===== src/rtl/tape_reader.sv =====
// Punched-tape reader front end: buffers host tape codes in a FIFO and presents
// them one at a time on the four-phase rdy/ack input handshake of the I/O unit.
module tape_reader #(
  parameter int unsigned DEPTH      = 16,
  parameter int unsigned AW         = 4,
  parameter int unsigned CHAR_GAP   = 8,
  parameter bit          SKIP_BLANK = 1'b1
) (
  input  logic          clk,
  input  logic          reset,
  input  logic          host_valid,
  output logic          host_ready,
  input  logic [4:0]    host_data,
  input  logic          enable,
  input  logic          flush,
  output logic          input_rdy_to_dev_side,
  input  logic          input_ack_from_io,
  output logic [4:0]    input_data_to_io,
  output logic [AW:0]   fifo_count,
  output logic          busy,
  output logic [15:0]   chars_read
);

  localparam int unsigned DW = 5;
  localparam int unsigned CW = AW + 1;
  localparam int unsigned GW = 16;

  typedef enum logic [1:0] {
    IDLE    = 2'd0,
    RDY     = 2'd1,
    RELEASE = 2'd2,
    GAP     = 2'd3
  } state_e;

  state_e          state_q, state_d;
  logic [DW-1:0]   mem_q [DEPTH];
  logic [AW-1:0]   wr_ptr_q, wr_ptr_d;
  logic [AW-1:0]   rd_ptr_q, rd_ptr_d;
  logic [CW-1:0]   count_q, count_d;
  logic [DW-1:0]   data_q, data_d;
  logic            rdy_q, rdy_d;
  logic            busy_q, busy_d;
  logic            host_ready_q, host_ready_d;
  logic [15:0]     chars_q, chars_d;
  logic [GW-1:0]   gap_q, gap_d;

  logic            push_c;
  logic            pop_c;
  logic            empty_c;
  logic [DW-1:0]   head_c;

  // host_ready is the registered !full, so a same-cycle pop never opens the door early
  assign push_c  = host_valid && host_ready_q && !flush;
  assign empty_c = (count_q == '0);
  assign head_c  = mem_q[rd_ptr_q];

  // Fetch/handshake sequencing
  always_comb begin
    state_d = state_q;
    data_d  = data_q;
    chars_d = chars_q;
    gap_d   = gap_q;
    pop_c   = 1'b0;
    case (state_q)
      IDLE: begin
        if (enable && !empty_c && !flush) begin
          pop_c = 1'b1;
          if (!(SKIP_BLANK && (head_c == '0))) begin
            data_d  = head_c;
            state_d = RDY;
          end
        end
      end
      RDY: begin
        if (rdy_q && input_ack_from_io) state_d = RELEASE;
      end
      RELEASE: begin
        if (!input_ack_from_io) begin
          chars_d = chars_q + 16'd1;
          if (CHAR_GAP == 0) begin
            state_d = IDLE;
          end else begin
            state_d = GAP;
            gap_d   = GW'(CHAR_GAP);
          end
        end
      end
      GAP: begin
        gap_d = gap_q - GW'(1);
        if (gap_q <= GW'(1)) begin
          state_d = IDLE;
          gap_d   = '0;
        end
      end
      default: state_d = IDLE;
    endcase
  end

  // FIFO pointers and occupancy; flush wins over push and pop
  always_comb begin
    wr_ptr_d = wr_ptr_q;
    rd_ptr_d = rd_ptr_q;
    count_d  = count_q;
    if (push_c) wr_ptr_d = wr_ptr_q + AW'(1);
    if (pop_c)  rd_ptr_d = rd_ptr_q + AW'(1);
    case ({push_c, pop_c})
      2'b10:   count_d = count_q + CW'(1);
      2'b01:   count_d = count_q - CW'(1);
      default: count_d = count_q;
    endcase
    if (flush) begin
      wr_ptr_d = '0;
      rd_ptr_d = '0;
      count_d  = '0;
    end
  end

  // rdy rises one cycle after entering RDY and is held off while ack is still high
  always_comb begin
    rdy_d        = (state_q == RDY) && (state_d == RDY) && !input_ack_from_io;
    busy_d       = (state_d != IDLE);
    host_ready_d = (count_d != CW'(DEPTH));
  end

  always_ff @(posedge clk or posedge reset) begin
    if (reset) begin
      state_q      <= IDLE;
      wr_ptr_q     <= '0;
      rd_ptr_q     <= '0;
      count_q      <= '0;
      data_q       <= '0;
      rdy_q        <= 1'b0;
      busy_q       <= 1'b0;
      host_ready_q <= 1'b1;
      chars_q      <= '0;
      gap_q        <= '0;
    end else begin
      state_q      <= state_d;
      wr_ptr_q     <= wr_ptr_d;
      rd_ptr_q     <= rd_ptr_d;
      count_q      <= count_d;
      data_q       <= data_d;
      rdy_q        <= rdy_d;
      busy_q       <= busy_d;
      host_ready_q <= host_ready_d;
      chars_q      <= chars_d;
      gap_q        <= gap_d;
    end
  end

  // Character storage carries no reset; occupancy alone defines validity
  always_ff @(posedge clk) begin
    if (push_c) mem_q[wr_ptr_q] <= host_data;
  end

  assign host_ready            = host_ready_q;
  assign input_rdy_to_dev_side = rdy_q;
  assign input_data_to_io      = data_q;
  assign fifo_count            = count_q;
  assign busy                  = busy_q;
  assign chars_read            = chars_q;

endmodule


===== config.mk =====
export PLATFORM = sky130hd
export DESIGN_NAME = tape_reader
export DESIGN_NICKNAME = d
export VERILOG_FILES = /design/src/rtl/tape_reader.sv
export SDC_FILE = /design/constraint.sdc
export NUM_CORES = 1
export LEC_CHECK = 0
export ABC_AREA = 1
export CAP_MARGIN = 5
export CORE_UTILIZATION = 56
export CTS_CLUSTER_SIZE = 40
export DETAILED_ROUTE_END_ITERATION = 10
export GPL_TIMING_DRIVEN = 0
export PLACE_DENSITY = 0.76
export RECOVER_POWER = 100
export SLEW_MARGIN = 20
export SYNTH_ARGS = -nofsm -noshare
export SYNTH_HDL_FRONTEND = slang
export SYNTH_SLANG_ARGS = --single-unit

===== constraint.sdc =====
create_clock -name clk -period 4.81 [get_ports clk]
set_input_delay 1.2025 -clock clk [delete_from_list [all_inputs] [get_ports clk]]
set_output_delay 1.2025 -clock clk [all_outputs]
set_load 0.05 [all_outputs]

==> flow_summary.toml <==
[placement]
placement.io_buffers = 39
globalplace.congestion = 0.883
dpl.hpwl_mm = 9.20

[cts]
post_cts_clock_slew_at_the_launch_and_capture_registers_of_the_worst_setup_and_hold_paths_ns = 0.06
worstSkewPairLatency_ns = 0.54
clock_sinks = 135
tritoncts.num_buffers = 17
h-tree-depth = 4
postCtsSetupRepairBufs = 0
cts_tree = "done"
ctsLongestPathBuffers = 2
holdBufCountCts = 0
cts_root_buf = "sky130_fd_sc_hd__clkbuf_8"
post_cts_resized = 0

[finish]
area_growth_syn_to_layout_pct = 16.9
number_of_antenna_cells_inserted = 0
fillCellCount = 791
finalNetCount = 680
multi_input_comb_area_um2 = 2000
layout.area.seq_um2 = 3780
post_route_cells_drive_above_1_share = 0.0878

[route]
detailedRoute.firstPassIterationCount = 8
dr_wl_met3_um = 905
wire_per_inst_um = 16.7
drt_drc_violations_left = 2
drt-vias-per-instance = 5.57
drt_wl_total_mm = 13.6
wirelength_met1_mm = 5.73
route.antenna.remaining_nets = 0
top_layer_used = "met4"
vias = 4521
met2RoutedLength_mm = 6.68
first_iter_violations = 446

[logic_synthesis]
async_flop_share = 0.407
syn-instance-count = 600
portion_of_the_post_synthesis_area_used_by_sequential_elements = 0.610
syn_avg_cell_area_um2 = 10.3
yosys_most_used_dff = "sky130_fd_sc_hd__edfxtp_1"
netlist-cell-type-count = 39
ys_warn_count = 0
synth_enable_flop_cells = 80
syn-num-nets = 621
yosys_register_bits = 135
synthesis.area_um2 = 6190

[sta]
max_freq_mhz = 277
layout_min_cycle_time_ns = 3.61
final-setup-viol-count = 0
final.period_utilization = 0.751
timing.max_slew.rel_slack = -0.169
final-max-slew-violation-count = 33
fin_worst_skew_ns = 0.00881
tightestPinTransition_ns = 1.75
fin_setup_tns_ns = 0
rsz_0062_raised_after_global_routing = "no"
timing_hold_violations_final = 0

[floorplan]
initial_core_util = 0.574
design.die.area_um2 = 11500
die_x_um = 107
placementRows = 38
die_height_um = 107
ioPinCount = 40
design.core.area_um2 = 10800

[grt]
antenna_found_initial = 0
grt_usage = 0.258
grt_max_degree = 33
grt_pass1_wl_mm = 21.9
via_count_of_the_first_global_routing_pass = 4455
globalRoute.totalOverflow = 0

[critical_path]
cp_slowest_stage_delay_ns = 0.63
worst_r2r_path_depth = 13
crit_required_ns = 5.28
critPathSlowestCell = "sky130_fd_sc_hd__dlygate4sd3_1"
critical_path.startpoint = "flush"
path_max_fanout = 9
end_kind = "flip-flop"
critical_path_launch_point_type = "input port"
timing.critical_path.cells = "dlygate4sd3_1 -> inv_1 -> nand2_1 -> nor2_1 -> nand2_1 -> clkinv_1 -> ha_1 -> inv_1 -> o21ai_0 -> a21oi_1 -> or2_2 -> inv_1 -> nand2_1 -> a21oi_1 -> nand2_1"
crit-reg2reg-launch = "fifo_count[0]"
worst-setup-path-type = "input port to flip-flop"
crit_arrival_ns = 4.08
cp_common_cell = "sky130_fd_sc_hd__nand2_1"

[min_path]
hp-start = "input_data_to_io[1]"
worst_hold_depth = 2
worst_hold_path_type = "flip-flop to flip-flop"

[pwr]
swShare = 0.353
p_comb_frac = 0.275
power.net_switching_mw = 1.28
internal-power_mw = 2.35
leakage_nw = 3.00
p_per_area_nw_per_um2 = 503
clock_power_share = 0.330
max-vdd-ir-drop_uv = 378
seqPwrFrac = 0.395
fin_total_pwr_mw = 3.64

[run]
max_cap_viol_count = 1

[outcome]
run_status = "finished, violations left"
violated_checks = "design-rule violations, max-capacitance violations, max-slew violations"
## final timing paths
kind                                  endpoint  slack (ns)
setup / recovery                    host_ready        1.20
hold / removal             input_data_to_io[1]        0.47
setup reg to reg                    host_ready        2.07
hold reg to reg            input_data_to_io[1]        0.47
max in group asynchronous            gap_q[14]        1.40
min in group asynchronous        chars_read[7]        1.29
## cell families (layout without fill, tap and decap cells)
group,Yosys count,after routing,share of synthesized area
and+or+nand+nor,249,249,0.186
DFF,135,135,0.610
AOI/OAI and AO/OA,102,102,0.0936
buffers and inverters,80,152,0.0560
xor gates and xnor gates,24,24,0.0339
adders and majority gates,10,10,0.0202
## state kept, by name, indices dropped and copies added (netlist names), 2 cells and up
name / count
rd_ptr_q: 4
state_q: 2
gap_q: 16
mem_q: 80
fifo_count: 5
wr_ptr_q: 4
input_data_to_io: 5
chars_read: 16
## cells in the final DEF (no fill, tap or decap), types with 2 or more instances in the layout
master / n
sky130_fd_sc_hd__nor2_1: 93
sky130_fd_sc_hd__edfxtp_1: 80
sky130_fd_sc_hd__nand2_1: 79
sky130_fd_sc_hd__inv_1: 60
sky130_fd_sc_hd__dfrtp_1: 54
sky130_fd_sc_hd__o21ai_0: 45
sky130_fd_sc_hd__dlygate4sd3_1: 38
sky130_fd_sc_hd__nand3_1: 32
sky130_fd_sc_hd__o211ai_1: 20
sky130_fd_sc_hd__a21oi_1: 20
sky130_fd_sc_hd__nor3_1: 18
sky130_fd_sc_hd__xor2_1: 16
sky130_fd_sc_hd__clkbuf_16: 16
sky130_fd_sc_hd__ha_1: 10
sky130_fd_sc_hd__o21ai_1: 9
sky130_fd_sc_hd__xnor2_1: 8
sky130_fd_sc_hd__buf_2: 7
sky130_fd_sc_hd__clkbuf_1: 7
sky130_fd_sc_hd__nor2_2: 7
sky130_fd_sc_hd__nand4_1: 6
sky130_fd_sc_hd__o22ai_1: 6
sky130_fd_sc_hd__inv_6: 5
sky130_fd_sc_hd__nand2_2: 3
sky130_fd_sc_hd__buf_6: 3
sky130_fd_sc_hd__clkinv_1: 3
sky130_fd_sc_hd__or2_2: 3
sky130_fd_sc_hd__clkinvlp_4: 3
sky130_fd_sc_hd__inv_2: 2
sky130_fd_sc_hd__nor3b_1: 2
sky130_fd_sc_hd__and2_0: 2
sky130_fd_sc_hd__clkinv_4: 2
## worst max-delay path: cells and delay by family
| family | cells | cell delay, ns |
|---|---|---|
| buffers and inverters | 5 | 1.24 |
| AND/OR/NAND/NOR | 6 | 0.74 |
| adder cells (fa/ha/maj) | 1 | 0.49 |
| AO/OA/AOI/OAI | 3 | 0.40 |
## area by class of cell
type / instances / share of cell area
multi-input cells: 385 / 0.276
plain buffers: 16 / 0.0147
well taps: 140 / 0.0242
inverters: 64 / 0.0332
clock inverters: 13 / 0.0169
repair buffers: 40 / 0.0545
flip-flops and latches: 135 / 0.522
clock buffers: 19 / 0.0583
## stage by stage
| stage | area (µm²) | hold WS (ns) | util | instances | setup WS [ns] |
|---|---|---|---|---|---|
| 2_1_floorplan | 6190 | 0.476 | - | 600 | 1.76 |
| 3_3_place_gp | 6760 | 0.464 | 0.626 | 779 | 0.843 |
| 3_5_place_dp | 6780 | 0.462 | 0.628 | 780 | 0.754 |
| 4_1_cts | 7320 | 0.484 | 0.678 | 812 | 1.26 |
| 5_1_grt | 7240 | 0.504 | 0.670 | 812 | 0.833 |
| 6_report | 7240 | 0.470 | 0.670 | 812 | 1.20 |
## synth_stat cells, types with 2 or more instances
| library cell | count | share of area |
|---|---|---|
| sky130_fd_sc_hd__nand3_2 | 2 | 0.0032 |
| sky130_fd_sc_hd__o21ai_1 | 9 | 0.0073 |
| sky130_fd_sc_hd__nor2_2 | 8 | 0.0081 |
| sky130_fd_sc_hd__nand2_2 | 3 | 0.0030 |
| sky130_fd_sc_hd__edfxtp_1 | 80 | 0.39 |
| sky130_fd_sc_hd__o211ai_1 | 20 | 0.024 |
| sky130_fd_sc_hd__inv_1 | 58 | 0.035 |
| sky130_fd_sc_hd__ha_1 | 10 | 0.020 |
| sky130_fd_sc_hd__clkinv_1 | 2 | 0.0012 |
| sky130_fd_sc_hd__nand3_1 | 29 | 0.023 |
| sky130_fd_sc_hd__buf_2 | 7 | 0.0057 |
| sky130_fd_sc_hd__clkbuf_1 | 4 | 0.0024 |
| sky130_fd_sc_hd__nor2_1 | 89 | 0.054 |
| sky130_fd_sc_hd__o21ai_0 | 45 | 0.036 |
| sky130_fd_sc_hd__xnor2_1 | 8 | 0.011 |
| sky130_fd_sc_hd__nand4_1 | 6 | 0.0061 |
| sky130_fd_sc_hd__nor3_1 | 18 | 0.015 |
| sky130_fd_sc_hd__or2_2 | 3 | 0.0030 |
| sky130_fd_sc_hd__a21oi_1 | 19 | 0.015 |
| sky130_fd_sc_hd__xor2_1 | 16 | 0.023 |
| sky130_fd_sc_hd__nand2_1 | 78 | 0.047 |
| sky130_fd_sc_hd__nand3_4 | 2 | 0.0057 |
| sky130_fd_sc_hd__inv_2 | 4 | 0.0024 |
| sky130_fd_sc_hd__and2_1 | 2 | 0.0020 |
| sky130_fd_sc_hd__o22ai_1 | 6 | 0.0061 |
| sky130_fd_sc_hd__buf_6 | 3 | 0.0055 |
| sky130_fd_sc_hd__dfrtp_1 | 54 | 0.22 |
| sky130_fd_sc_hd__nor2_4 | 4 | 0.0073 |
## routing by layer
layer | global-route usage | vias to the layer above
met3 | 0.0578 | 25
met2 | 0.419 | 159
li1 | - | 2160
met5 | 0 | -
met1 | 0.336 | 2177
met4 | 0.106 | 0
## power by group through the flow
stage / clock [mW] / sequential (mW) / combinational, mW
after floorplan: 0 / 1.60 / 0.583
after global placement: 0 / 1.46 / 0.998
after detailed placement: 0 / 1.46 / 1.03
after CTS: 1.21 / 1.44 / 1.04
after global routing: 1.26 / 1.45 / 1.11
final: 1.20 / 1.44 / 1.00
(Power assumes the default switching activity.)
